`src/rtl/bmc_soft_pipe.sv`:
```
// Two-stage branch-metric unit: soft/hard per-slot distances with erasure and
// periodic depuncturing, then one summed metric per expected code pattern.
module bmc_soft_pipe #(
  parameter int SOFT_W    = 3,
  parameter int N_OUT     = 2,
  parameter int PUNCT_LEN = 1,
  parameter logic [PUNCT_LEN*N_OUT-1:0] PUNCT_PAT = {(PUNCT_LEN*N_OUT){1'b1}},
  localparam int BM_W = SOFT_W + $clog2(N_OUT),
  localparam int N_BM = 1 << N_OUT
) (
  input  logic                     clk,
  input  logic                     rst,
  input  logic                     hard_mode,
  input  logic                     in_valid,
  output logic                     in_ready,
  input  logic                     in_sof,
  input  logic [N_OUT*SOFT_W-1:0]  in_rx,
  input  logic [N_OUT-1:0]         in_erase,
  output logic                     out_valid,
  input  logic                     out_ready,
  output logic                     out_sof,
  output logic [N_BM*BM_W-1:0]     out_bm
);

  localparam int PH_W = (PUNCT_LEN > 1) ? $clog2(PUNCT_LEN) : 1;
  localparam logic [SOFT_W-1:0] SOFT_MAX = {SOFT_W{1'b1}};

  logic [PH_W-1:0]           ph_q, ph_d, used_ph_s;
  logic                      s1_valid_q, s1_sof_q;
  logic [N_OUT*SOFT_W-1:0]   d0_q, d1_q, d0_d, d1_d;
  logic                      out_valid_q, out_sof_q;
  logic [N_BM*BM_W-1:0]      bm_q, bm_d;
  logic                      s2_load_s, s1_load_s, accept_s;
  logic [SOFT_W-1:0]         r_s, d0_s, d1_s;
  logic                      h_s, erased_s;
  logic [BM_W-1:0]           acc_s;

  // Handshake: each stage advances when the stage after it has room.
  always_comb begin
    s2_load_s = !out_valid_q || out_ready;
    s1_load_s = !s1_valid_q || s2_load_s;
    accept_s  = in_valid && s1_load_s;
  end

  // Puncture phase: in_sof restarts at 0, otherwise step and wrap per accepted symbol.
  always_comb begin
    if (in_sof) begin
      used_ph_s = {PH_W{1'b0}};
    end else begin
      used_ph_s = ph_q;
    end
    if (accept_s) begin
      if (used_ph_s == PH_W'(PUNCT_LEN - 1)) begin
        ph_d = {PH_W{1'b0}};
      end else begin
        ph_d = used_ph_s + PH_W'(1);
      end
    end else begin
      ph_d = ph_q;
    end
  end

  // Per-slot distances; erased or punctured slots contribute nothing to any metric.
  always_comb begin
    d0_d     = {(N_OUT*SOFT_W){1'b0}};
    d1_d     = {(N_OUT*SOFT_W){1'b0}};
    r_s      = {SOFT_W{1'b0}};
    d0_s     = {SOFT_W{1'b0}};
    d1_s     = {SOFT_W{1'b0}};
    h_s      = 1'b0;
    erased_s = 1'b0;
    for (int i = 0; i < N_OUT; i++) begin
      r_s      = in_rx[i*SOFT_W +: SOFT_W];
      h_s      = r_s[SOFT_W-1];
      erased_s = in_erase[i] | ~PUNCT_PAT[int'(used_ph_s)*N_OUT + i];
      d0_s     = {SOFT_W{1'b0}};
      d1_s     = {SOFT_W{1'b0}};
      if (erased_s) begin
        d0_s = {SOFT_W{1'b0}};
        d1_s = {SOFT_W{1'b0}};
      end else if (hard_mode) begin
        d0_s[0] = h_s;
        d1_s[0] = ~h_s;
      end else begin
        d0_s = r_s;
        d1_s = SOFT_MAX - r_s;
      end
      d0_d[i*SOFT_W +: SOFT_W] = d0_s;
      d1_d[i*SOFT_W +: SOFT_W] = d1_s;
    end
  end

  // Metric j picks d1 for slots where bit i of j is set, d0 elsewhere.
  always_comb begin
    bm_d  = {(N_BM*BM_W){1'b0}};
    acc_s = {BM_W{1'b0}};
    for (int j = 0; j < N_BM; j++) begin
      acc_s = {BM_W{1'b0}};
      for (int i = 0; i < N_OUT; i++) begin
        if (((j >> i) & 1) != 0) begin
          acc_s = acc_s + BM_W'(d1_q[i*SOFT_W +: SOFT_W]);
        end else begin
          acc_s = acc_s + BM_W'(d0_q[i*SOFT_W +: SOFT_W]);
        end
      end
      bm_d[j*BM_W +: BM_W] = acc_s;
    end
  end

  // Stage 1: phase register and erasure-applied distances.
  always_ff @(posedge clk or negedge rst) begin
    if (!rst) begin
      ph_q       <= {PH_W{1'b0}};
      s1_valid_q <= 1'b0;
      s1_sof_q   <= 1'b0;
      d0_q       <= {(N_OUT*SOFT_W){1'b0}};
      d1_q       <= {(N_OUT*SOFT_W){1'b0}};
    end else begin
      ph_q <= ph_d;
      if (s1_load_s) begin
        s1_valid_q <= in_valid;
        if (accept_s) begin
          s1_sof_q <= in_sof;
          d0_q     <= d0_d;
          d1_q     <= d1_d;
        end
      end
    end
  end

  // Stage 2: summed metrics, held stable while downstream stalls.
  always_ff @(posedge clk or negedge rst) begin
    if (!rst) begin
      out_valid_q <= 1'b0;
      out_sof_q   <= 1'b0;
      bm_q        <= {(N_BM*BM_W){1'b0}};
    end else if (s2_load_s) begin
      out_valid_q <= s1_valid_q;
      if (s1_valid_q) begin
        out_sof_q <= s1_sof_q;
        bm_q      <= bm_d;
      end
    end
  end

  assign in_ready  = s1_load_s;
  assign out_valid = out_valid_q;
  assign out_sof   = out_sof_q;
  assign out_bm    = bm_q;

endmodule

```
`config.mk`:
```
export PLATFORM = sky130hd
export DESIGN_NAME = bmc_soft_pipe
export DESIGN_NICKNAME = d
export VERILOG_FILES = /design/src/rtl/bmc_soft_pipe.sv
export SDC_FILE = /design/constraint.sdc
export NUM_CORES = 1
export LEC_CHECK = 0
export CORE_MARGIN = 4
export CORE_UTILIZATION = 46
export CTS_CLUSTER_DIAMETER = 120
export CTS_CLUSTER_SIZE = 25
export DETAILED_ROUTE_END_ITERATION = 8
export MAX_ROUTING_LAYER = met4
export PLACE_DENSITY = 0.8
export RECOVER_POWER = 100
export SLEW_MARGIN = 0
export SYNTH_ARGS = -nofsm -noshare
export SYNTH_HDL_FRONTEND = slang
export SYNTH_SLANG_ARGS = --single-unit
```
`constraint.sdc`:
```
create_clock -name clk -period 1.4 [get_ports clk]
set_clock_uncertainty 0.15 [all_clocks]
set_input_delay 0.14 -clock clk [delete_from_list [all_inputs] [get_ports clk]]
set_output_delay 0.14 -clock clk [all_outputs]
set_load 0.01 [all_outputs]
```
; ---- Word-level counts from Yosys, hierarchy flattened
; Cells that the tools add are included.
; Widths: inputs -> output; s select.
[totals]
word_cells = 48
register_bits = 33
input_bits = 14
out_inout_bits = 19
[op_classes]
addsub = 8
n_lt_le_gt_ge = 2
n_mux = 17
n_bitwise = 6
reduce_logical = 7
[ops]
columns = operator, n
row1 = $add 3x3->4, 4
row2 = $mux 3, 4
row3 = $mux 1, 9
row4 = $mux 2, 4
row5 = $sub 3x3->3 const A, 2
row6 = $not 1->1, 4
row7 = $reduce_and 2->1, 2
row8 = $add 2x1->3 const B, 1
row9 = $lt 3x2->1 const B, 1
row10 = $logic_not 1->1, 2
row11 = $logic_or 1x1->1, 2
row12 = $lt 2x2->1 const B, 1
row13 = $or 1x1->1, 2
row14 = $add 1x1->1 const B, 1
row15 = $logic_and 1x1->1, 1

; ---- Depth between registers and ports, before layout
; Gate-level depths: netlist of run 1.
[depth]
ltp_word = 8
ltp_mapped = 6
mapped_depth_nobuf = 5

; ---- Least setup slack after synthesis of run 1
; Ideal clock, no wire load.
[synth_path]
kind = reg-to-reg
startpoint = register s1_valid_q
endpoint = register d0_q[0]
n_path_buf = 2
slack_ps = -201
setup_time_ps = 125
stages_incl_launch_ff = 6
t_required_ps = 1125
t_arrival_ps = 1326
period_less_slack_ps = 1601
path_cell_list = dfrtp_1 -> buf_2 -> nand3b_1 -> nand2_2 -> buf_6 -> mux2_2
[synth_via]
elab_chain_len = 4
[synth_rtl]
columns = element, line
row1 = "start, declared", 29  ; logic s1_valid_q, s1_sof_q;
row2 = "start signal, assigned", 121  ; s1_valid_q <= in_valid;
row3 = $logic_not 1->1 *, 41  ; s1_load_s = !s1_valid_q || s2_load_s;
row4 = $logic_or 1x1->1 *, 41
row5 = named net in_ready, 15  ; output logic in_ready,
row6 = $logic_and 1x1->1, 42  ; accept_s = in_valid && s1_load_s;
row7 = $reduce_and 2->1 (no line) *, --
row8 = "end signal, assigned", 116  ; d0_q <= {(N_OUT*SOFT_W){1'b0}};
row9 = "end, declared", 30  ; logic [N_OUT*SOFT_W-1:0] d0_q, d1_q, d0_d, d1_d;
; Mark *: on every way through the listed nets, which the timed path passes. The rest lies on a longest branch.
; A chain may end at the register's enable or synchronous reset.

; ---- Worst setup path in the final report of run 1
[layout_path]
startpoint = register d1_q[0]
endpoint = register bm_q[6] (netlist: out_bm[6])
[layout_via]
elab_chain_len = 1
[layout_rtl]
columns = element, line
row1 = "start, declared", 30
row2 = "start signal, assigned", 117  ; d1_q <= {(N_OUT*SOFT_W){1'b0}};
row3 = $add 3x3->4, --
row4 = "end signal, assigned", 136  ; bm_q <= {(N_BM*BM_W){1'b0}};
row5 = "end signal, assigned", 141  ; bm_q <= bm_d;
row6 = "end, declared", 32  ; logic [N_BM*BM_W-1:0] bm_q, bm_d;
; Every way passes these cells.

==> flow_summary.rst, run 1 <==
.. list-table::
   :header-rows: 1

   * - Metric
     - Value
   * - I/O pin total
     - 33
   * - Vias after detailed routing
     - 1291
   * - Warning count from the yosys run
     - 0
   * - Number of hold-slack violations in the final timing report
     - 0
   * - Maximum level of the CTS H-tree
     - 2
   * - Clock input transition at the sequential cells of the worst setup and hold paths
     - 0.07 ns
   * - Antenna diode count
     - 0
   * - Main combinational cell family by area after synthesis
     - multiplexers
   * - Maximum clock insertion buffer count
     - 2
   * - Cell Count Post-Placement
     - 229
   * - Required time reported for the critical path endpoint
     - approximately 1.4 ns
   * - Multi-input gate area in the final layout
     - 1010 um2
   * - First-pass GRT wire length
     - 6.51 mm
   * - Number of storage elements in the synthesis netlist
     - 32
   * - Fraction of synthesized cell area taken by the top area cell type
     - 47.3%
   * - Post-synthesis mux area share
     - 16.3%
   * - Number of placement rows
     - 21
   * - Largest delay share family, worst path
     - adder cells
   * - CTS tree
     - yes
   * - Synth top area cells
     - dfrtp_1 (47%), ha_1 (8.9%), mux2_2 (8.0%), a21oi_1 (4.7%), fa_1 (4.7%)
   * - Detailed Route Iter0 Violations
     - 64
   * - Finished Layout Cells
     - 245
   * - Starting density of the core
     - 49.2%
   * - Xor and xnor fraction of the mapped netlist area
     - 2.07%
   * - Total CTS buffers
     - 5
   * - Number of synthesized flops with an enable pin
     - 0
   * - Placed Area
     - roughly 2200 um2
   * - Final weighted congestion in routability-driven placement
     - 0.846
   * - Critical Path Sink
     - out_bm[6]
   * - Post-route total power
     - 2990 uW
   * - Horizontal extent of the die
     - 68.7 um
   * - Distinct cell type count after synthesis
     - 25
   * - Worst min path class
     - in -> reg
   * - Core ar.
     - between 3000 and 4000 um2
   * - Fraction of final layout cells with drive strength greater than 1
     - roughly 44%
   * - Async SR Flop Fraction
     - 100%
   * - Primary flip-flop cell chosen by synthesis mapping
     - dfrtp_1
   * - Destination of the worst register-to-register timing path
     - out_bm[6]
   * - Grt total ovfl
     - 0
   * - FMAX
     - just over 0.6 GHz
   * - Cell depth of the worst flop-to-flop path
     - 5
   * - Largest driver fanout on the critical path
     - 3
   * - CP endpoint kind
     - register
   * - Final worst path period share
     - 116%
   * - # DRC
     - 0
   * - Most frequent cells in the layout
     - dfrtp_1 (27), buf_4 (19), dlygate4sd2_1 (18), mux2_4 (15), clkdlybuf4s50_1 (12)
   * - Worst path bufs/invs
     - 1
   * - Synth Area in Compound Gates
     - 7.69%
   * - Layout Cell Area excl Fill
     - 2530 um2
   * - Sequential cell area
     - between 800 and 900 um2
   * - Average detailed-routed wire length per instance
     - 18.4 um
   * - Static power due to leakage
     - 0.00123 uW
   * - Part of the Yosys area used for sequential elements
     - 47.3%
   * - Clock latency of the later-clocked register in the worst-skew pair
     - 0.29 ns
   * - Adder and majority gate portion of the synthesized area
     - 13.6%
   * - Library cell with the largest summed area after synthesis
     - dfrtp_1
   * - RSZ-0062 raised after global routing
     - true
   * - Final worst setup slack
     - -0.224 ns
   * - Synthesized instance count
     - ~140
   * - Clk sink count
     - 32
   * - Setup total negative slack
     - -2.39 ns
   * - Pin count of the biggest net entering global routing
     - 33
   * - Number of failing setup endpoints in the final timing report
     - 26
   * - Startpoint of the most critical setup path
     - d1_q[0]
   * - Routed WL
     - 4.50 mm
   * - Data arrival time of the critical path
     - 1.65 ns
   * - Maximum vdd drop
     - about 0.65 mV
   * - Delay of the slowest cell on the worst path
     - 0.42 ns
   * - Via count of the first global-routing pass
     - between 1000 and 1500
   * - Syn Nets
     - around 170
   * - Stages on worst setup path
     - 5
   * - Pins Over Slew Limit
     - 0
   * - Cell Chain, Critical Path
     - ha_2 > inv_2 > fa_2 > xnor2_1 > mux2_4
   * - Worst slew margin relative to its limit
     - 47.3%
   * - Number of max-cap violations
     - 0
   * - Power per unit of standard cell area
     - 1180 nW/um2
   * - Clk root buf
     - clkbuf_8
   * - Startpoint-to-endpoint class of the critical path
     - reg -> reg
   * - Element type at the critical path start
     - register
   * - Area added between synthesis and finish
     - 49.7%
   * - Area of the die
     - 4710 um2
   * - Post-Synthesis Mean Instance Area
     - roughly 13 um2
   * - Fill count
     - 207
   * - Minimum setup slack among reg-to-reg paths
     - -0.22 ns
   * - Via density per instance
     - ~5.3
   * - Worst Max-Slew Pin Slew
     - 0.791 ns
   * - Violated checks
     - negative setup slack
   * - Final HPWL DP
     - 2.86 mm
   * - Antenna violations before repair
     - 0
   * - Most common library cell in the layout ignoring fill and taps
     - dfrtp_1
   * - Cell Area, Synth
     - approximately 1700 um2
   * - DRT antenna net count
     - 0
   * - Reg-to-reg startpoint
     - d1_q[0]
   * - Overall routing resource usage
     - 20.0%
   * - Die height
     - 68.7 um
   * - First-pass iteration count of the detailed router
     - 4
   * - Total of buffers placed on input and output ports
     - 32
   * - Run status
     - finished, violations left
   * - Crit path time final
     - 1.62 ns
   * - NumNets Final
     - 228
   * - Critical-path cell with the highest stage delay
     - dfrtp_2
   * - Simple-Gate Fraction of Synth Area
     - 7.17%
==> layer usage <==
layer | global-route usage, % | wire length (um) | vias to the layer above
met4 | 7.20 | 203 | 0
li1 | - | - | 591
met1 | 21.4 | 1760 | 627
met5 | - | 0 | -
met3 | 6.65 | 268 | 16
met2 | 34.3 | 2270 | 57
==> where the power goes <==
group          total, uW  internal [uW]  leakage (uW)  switching, uW
clock network        746            392     0.0000510            354
logic               1010            566      0.000788            440
registers           1240           1110      0.000396            132
total               2990           2060       0.00123            926
==> flip-flops by register name (all words and copies together) (netlist names) <==
register	count
out_bm	16
out_sof	1
s1_valid_q	1
d1_q	6
out_valid	1
s1_sof_q	1
d0_q	6
==> worst min-delay path by stage <==
stage,startpoint,depth (start not counted),endpoint,slack (ns)
after global placement,out_bm[6],1,out_bm[6],0.34
final,in_rx[4],3,d0_q[4],0.30
after global routing,in_rx[4],3,d0_q[4],0.30
after floorplan,rst,0,d0_q[0],-0.31
after detailed placement,s1_sof_q,1,s1_sof_q,0.35
after CTS,rst,2,out_bm[13],0.09
==> repair_timing <==
action / 4_1_cts / 5_1_grt
pin swaps: 12 / 9
buffers inserted: 3 / 4
cloned: 0 / 1
endpoints found under the setup margin: 44 / 28
gates resized for setup: 44 / 15
hold buffers: 0 / 0
==> final cells by class <==
| class | instances | share of cell area (%) |
|---|---|---|
| multi-input combinational | 88 | 39.9 |
| sequential | 32 | 31.9 |
| timing repair buffer | 61 | 20.8 |
| clock buffer | 6 | 3.26 |
| tap | 46 | 2.27 |
| inverter | 10 | 1.48 |
| clock inverter | 2 | 0.395 |
==> synth_stat cells (all sizes together) (5+ instances only) <==
master and count:
a21oi 16, buf 5, dfrtp 32, ha 12, inv 10, mux2 16, mux2i 8, nand2 6
==> tightest hold or removal path, stage by stage <==
cell,delay (ns)
clkdlybuf4s50_1,0.43
nand2_1,0.07
mux2i_1,0.06
==> kinds of logic (layout without fill, tap and decap cells) <==
| logic type | after synthesis | in the layout |
|---|---|---|
| multiplexers | 24 | 24 |
| AND/OR/NAND/NOR | 21 | 22 |
| flip-flops | 32 | 32 |
| XOR/XNOR | 4 | 4 |
| buffers and inverters | 16 | 79 |
| adder cells (fa/ha/maj) | 16 | 16 |
| AO/OA/AOI/OAI | 22 | 22 |
==> through the flow <==
step | worst slack, ns | hold WS, ns | utilization (%)
final | -0.224 | 0.302 | 73.6
after global routing | -0.257 | 0.303 | 73.6
after CTS | -0.238 | 0.0855 | 71.4
after detailed placement | -0.316 | 0.349 | 64.7
after global placement | -0.245 | 0.341 | 64.7
after floorplan | -0.156 | -0.306 | -
Note: power is estimated with default switching activity, not from simulation.
==> run 2, diff against run 1 <==
--- a/config.mk
+++ b/config.mk
@@ -6,12 +6,12 @@
 export NUM_CORES = 1
 export LEC_CHECK = 0
 export CORE_MARGIN = 4
-export CORE_UTILIZATION = 46
+export CORE_UTILIZATION = 55
 export CTS_CLUSTER_DIAMETER = 120
 export CTS_CLUSTER_SIZE = 25
 export DETAILED_ROUTE_END_ITERATION = 8
-export MAX_ROUTING_LAYER = met4
-export PLACE_DENSITY = 0.8
+export GPL_TIMING_DRIVEN = 0
+export PLACE_DENSITY = 0.89
 export RECOVER_POWER = 100
 export SLEW_MARGIN = 0
 export SYNTH_ARGS = -nofsm -noshare
==> constraint.sdc (replaced) <==
create_clock -name clk -period 2 [get_ports clk]
set_clock_uncertainty 0.15 [all_clocks]
set_input_delay 0.2 -clock clk [delete_from_list [all_inputs] [get_ports clk]]
set_output_delay 0.2 -clock clk [all_outputs]
set_load 0.01 [all_outputs]
==> run 2 against run 1 <==
The run now ends clean. Critical path depth down 2. Combinational power down 47%. Core utilization down 0.71 points. Critical path type is now reg -> out. Critical endpoint is now in_ready. Largest power group unchanged. Highest routed layer unchanged.
==> flow_summary.rst, run 2 (synthesis results as in run 1) <==
.. list-table::
   :header-rows: 1

   * - Metric
     - Value
   * - Clock share of power
     - 22.0% (-2.9 points)
   * - Grt total ovfl
     - 0 (unchanged)
   * - Horizontal extent of the die
     - 63.5 um (-7.6%)
   * - Cell Chain, Critical Path
     - buf_2 > nand3b_1 > clkdlybuf4s50_1
   * - FMAX
     - 0.530 GHz
   * - Number of placement rows
     - 19 (-9.5%)
   * - Hold_sp
     - hard_mode
   * - Via density per instance
     - 5.60 (+6.3%)
   * - Worst Max-Slew Pin Slew
     - 0.784 ns (-0.00658 ns)
   * - Final weighted congestion in routability-driven placement
     - 0.859 (+1.5%)
   * - Fraction of final layout cells with drive strength greater than 1
     - 17.0% (-27 points)
   * - Pin count of the biggest net entering global routing
     - 33 (unchanged)
   * - Worst slew margin relative to its limit
     - 47.7% (+0.44 points)
   * - Clk root buf
     - clkbuf_4
   * - Worst min path class
     - in -> reg
   * - Met1 GRT Util
     - 21.9% (+0.49 points)
   * - Finished Layout Cells
     - 207 (-16%)
   * - Delay of the slowest cell on the worst path
     - 0.55 ns (+0.13 ns)
   * - Worst hold slack
     - 0.272 ns (-0.0296 ns)
   * - Die height
     - 63.5 um (-7.6%)
   * - Data arrival time of the critical path
     - 1.54 ns (-0.11 ns)
   * - Total CTS buffers
     - 5 (unchanged)
   * - Largest driver fanout on the critical path
     - 10 (+7)
   * - NumNets Final
     - 205 (-10%)
   * - Antenna violations before repair
     - 0 (unchanged)
   * - Stages on worst setup path
     - 3 (-2)
   * - First-pass iteration count of the detailed router
     - 5 (+1)
   * - Clock latency of the later-clocked register in the worst-skew pair
     - 0.33 ns (+0.04 ns)
   * - I/O pin total
     - 33 (unchanged)
   * - Final worst path period share
     - 94.3%
   * - RSZ-0062 raised after global routing
     - false
   * - Finished Core Util
     - 72.9% (-0.71 points)
   * - Worst path bufs/invs
     - 2 (+1)
   * - Crit path time final
     - 1.89 ns
   * - Number of failing setup endpoints in the final timing report
     - 0 (-100%)
   * - Busiest grt layer
     - met2
   * - Pins Over Slew Limit
     - 0 (unchanged)
   * - GR Layer Usage met2
     - 33.6% (-0.69 points)
   * - Clk sink count
     - 32 (unchanged)
   * - Startpoint of the most critical setup path
     - s1_valid_q
   * - Detailed Route Iter0 Violations
     - 62 (-3.1%)
   * - Clock input transition at the sequential cells of the worst setup and hold paths
     - 0.10 ns (+0.03 ns)
   * - Cell Count Post-Placement
     - 197 (-14%)
   * - First-pass GRT wire length
     - 5.97 mm (-8.4%)
   * - Post-route total power
     - 1780 uW (-40%)
   * - Starting density of the core
     - 59.3% (+10 points)
   * - Area added between synthesis and finish
     - 22.8%
   * - Run status
     - completed
   * - Power per unit of standard cell area
     - 857 nW/um2 (-27%)
   * - Antenna diode count
     - 0 (unchanged)
   * - Number of flip-flops under the largest register name
     - 16 (unchanged)
   * - Final HPWL DP
     - 2.80 mm (-2.1%)
   * - Maximum vdd drop
     - 0.516 mV (-21%)
   * - Most common library cell in the layout ignoring fill and taps
     - dfrtp_1
   * - Critical Path Sink
     - in_ready
   * - Overall routing resource usage
     - 19.4% (-0.56 points)
   * - Switching power as a share of total power
     - 30.6% (-0.36 points)
   * - Maximum level of the CTS H-tree
     - 2 (unchanged)
   * - DRT antenna net count
     - 0 (unchanged)
   * - Average detailed-routed wire length per instance
     - 16.7 um (-8.9%)
   * - Vias after detailed routing
     - 1160 (-10%)
   * - Largest delay share family, worst path
     - buffers and inverters
   * - Int Pwr
     - 1240 uW (-40%)
   * - Core ar.
     - 2850 um2 (-17%)
   * - Number of hold-slack violations in the final timing report
     - 0 (unchanged)
   * - Cell depth of the worst flop-to-flop path
     - 6 (+1)
   * - Required time reported for the critical path endpoint
     - 1.65 ns (+0.22 ns)
   * - Critical-path cell with the highest stage delay
     - clkdlybuf4s50_1
   * - CTS tree
     - yes
   * - Sequential cell fraction of total power
     - 47.8% (+6.4 points)
   * - Static power due to leakage
     - 0.00103 uW (-16%)
   * - Maximum clock insertion buffer count
     - 2 (unchanged)
   * - Number of max-cap violations
     - 0 (unchanged)
   * - Switch Pwr
     - 545 uW (-41%)
   * - Element type at the critical path start
     - register
   * - Minimum setup slack among reg-to-reg paths
     - 0.17 ns (+0.39 ns)
   * - Gate power share
     - 30.2% (-3.4 points)
   * - Total of buffers placed on input and output ports
     - 31 (-3.1%)
   * - Destination of the worst register-to-register timing path
     - d1_q[1]
   * - GR met3 Demand/Resource
     - 4.44% (-2.2 points)
   * - Startpoint-to-endpoint class of the critical path
     - reg -> out
   * - CP endpoint kind
     - output pin
   * - Most frequent cells in the layout
     - dfrtp_1 (32), dlygate4sd3_1 (19), a21oi_1 (16)
   * - Routed WL
     - 3.46 mm (-23%)
   * - Via count of the first global-routing pass
     - 1315 (-4.2%)
   * - Area of the die
     - 4030 um2 (-15%)
   * - Reg-to-reg startpoint
     - s1_valid_q
   * - # DRC
     - 0 (unchanged)
run 2: cell type report:
cell class	instances	area [um2]
repair buffers	33	323
clock inverters	2	10.0
clock buffers	6	51.3
well taps	31	38.8
multi-input cells	87	769
inverters	10	37.5
flip-flops and latches	32	801
plain buffers	6	48.8
fillers	198	773
run 2: timing repair:
action                                  4_1_cts  5_1_grt
setup buffers                                 1        0
gates resized for setup                       0        0
endpoints found under the hold margin         0       32
hold buffers                                  0        1
endpoints found under the setup margin        1        0
run 2: metal layers:
layer | wire [um] | share of wire (%)
met1 | 1400 | 40
met2 | 1780 | 51
met3 | 196 | 5.7
met4 | 93 | 2.7
met5 | 0 | 0
run 2: power by group through the flow:
stage / Sequential (uW) / Clock (uW) / Combinational, uW
2_1_floorplan: 901 / 0 / 261
3_3_place_gp: 857 / 0 / 588
3_5_place_dp: 873 / 0 / 611
4_1_cts: 860 / 400 / 615
5_1_grt: 871 / 433 / 588
6_report: 851 / 393 / 538
run 2: worst min-delay path by stage:
| stage | endpoint | depth (start not counted) |
|---|---|---|
| after floorplan | d0_q[0] | 0 |
| after global routing | d0_q[4] | 3 |
| after global placement | out_sof | 1 |
| after detailed placement | out_bm[4] | 1 |
| final | d0_q[5] | 4 |
| after CTS | d0_q[5] | 4 |
run 2: worst min-delay path: cells and delay by family:
family | cells | cell delay [ns]
buffers and inverters | 1 | 0.29
and+or+nand+nor | 2 | 0.18
muxes | 1 | 0.06
run 2: through the flow:
stage                     setup WS (ns)  cell area [um2]  TNS (ns)
after floorplan                   0.399             1690         0
after CTS                         0.106             2110         0
after global routing             0.0451             2080         0
final                             0.113             2080         0
after detailed placement        -0.0155             2040    -0.443
after global placement           0.0275             2040         0
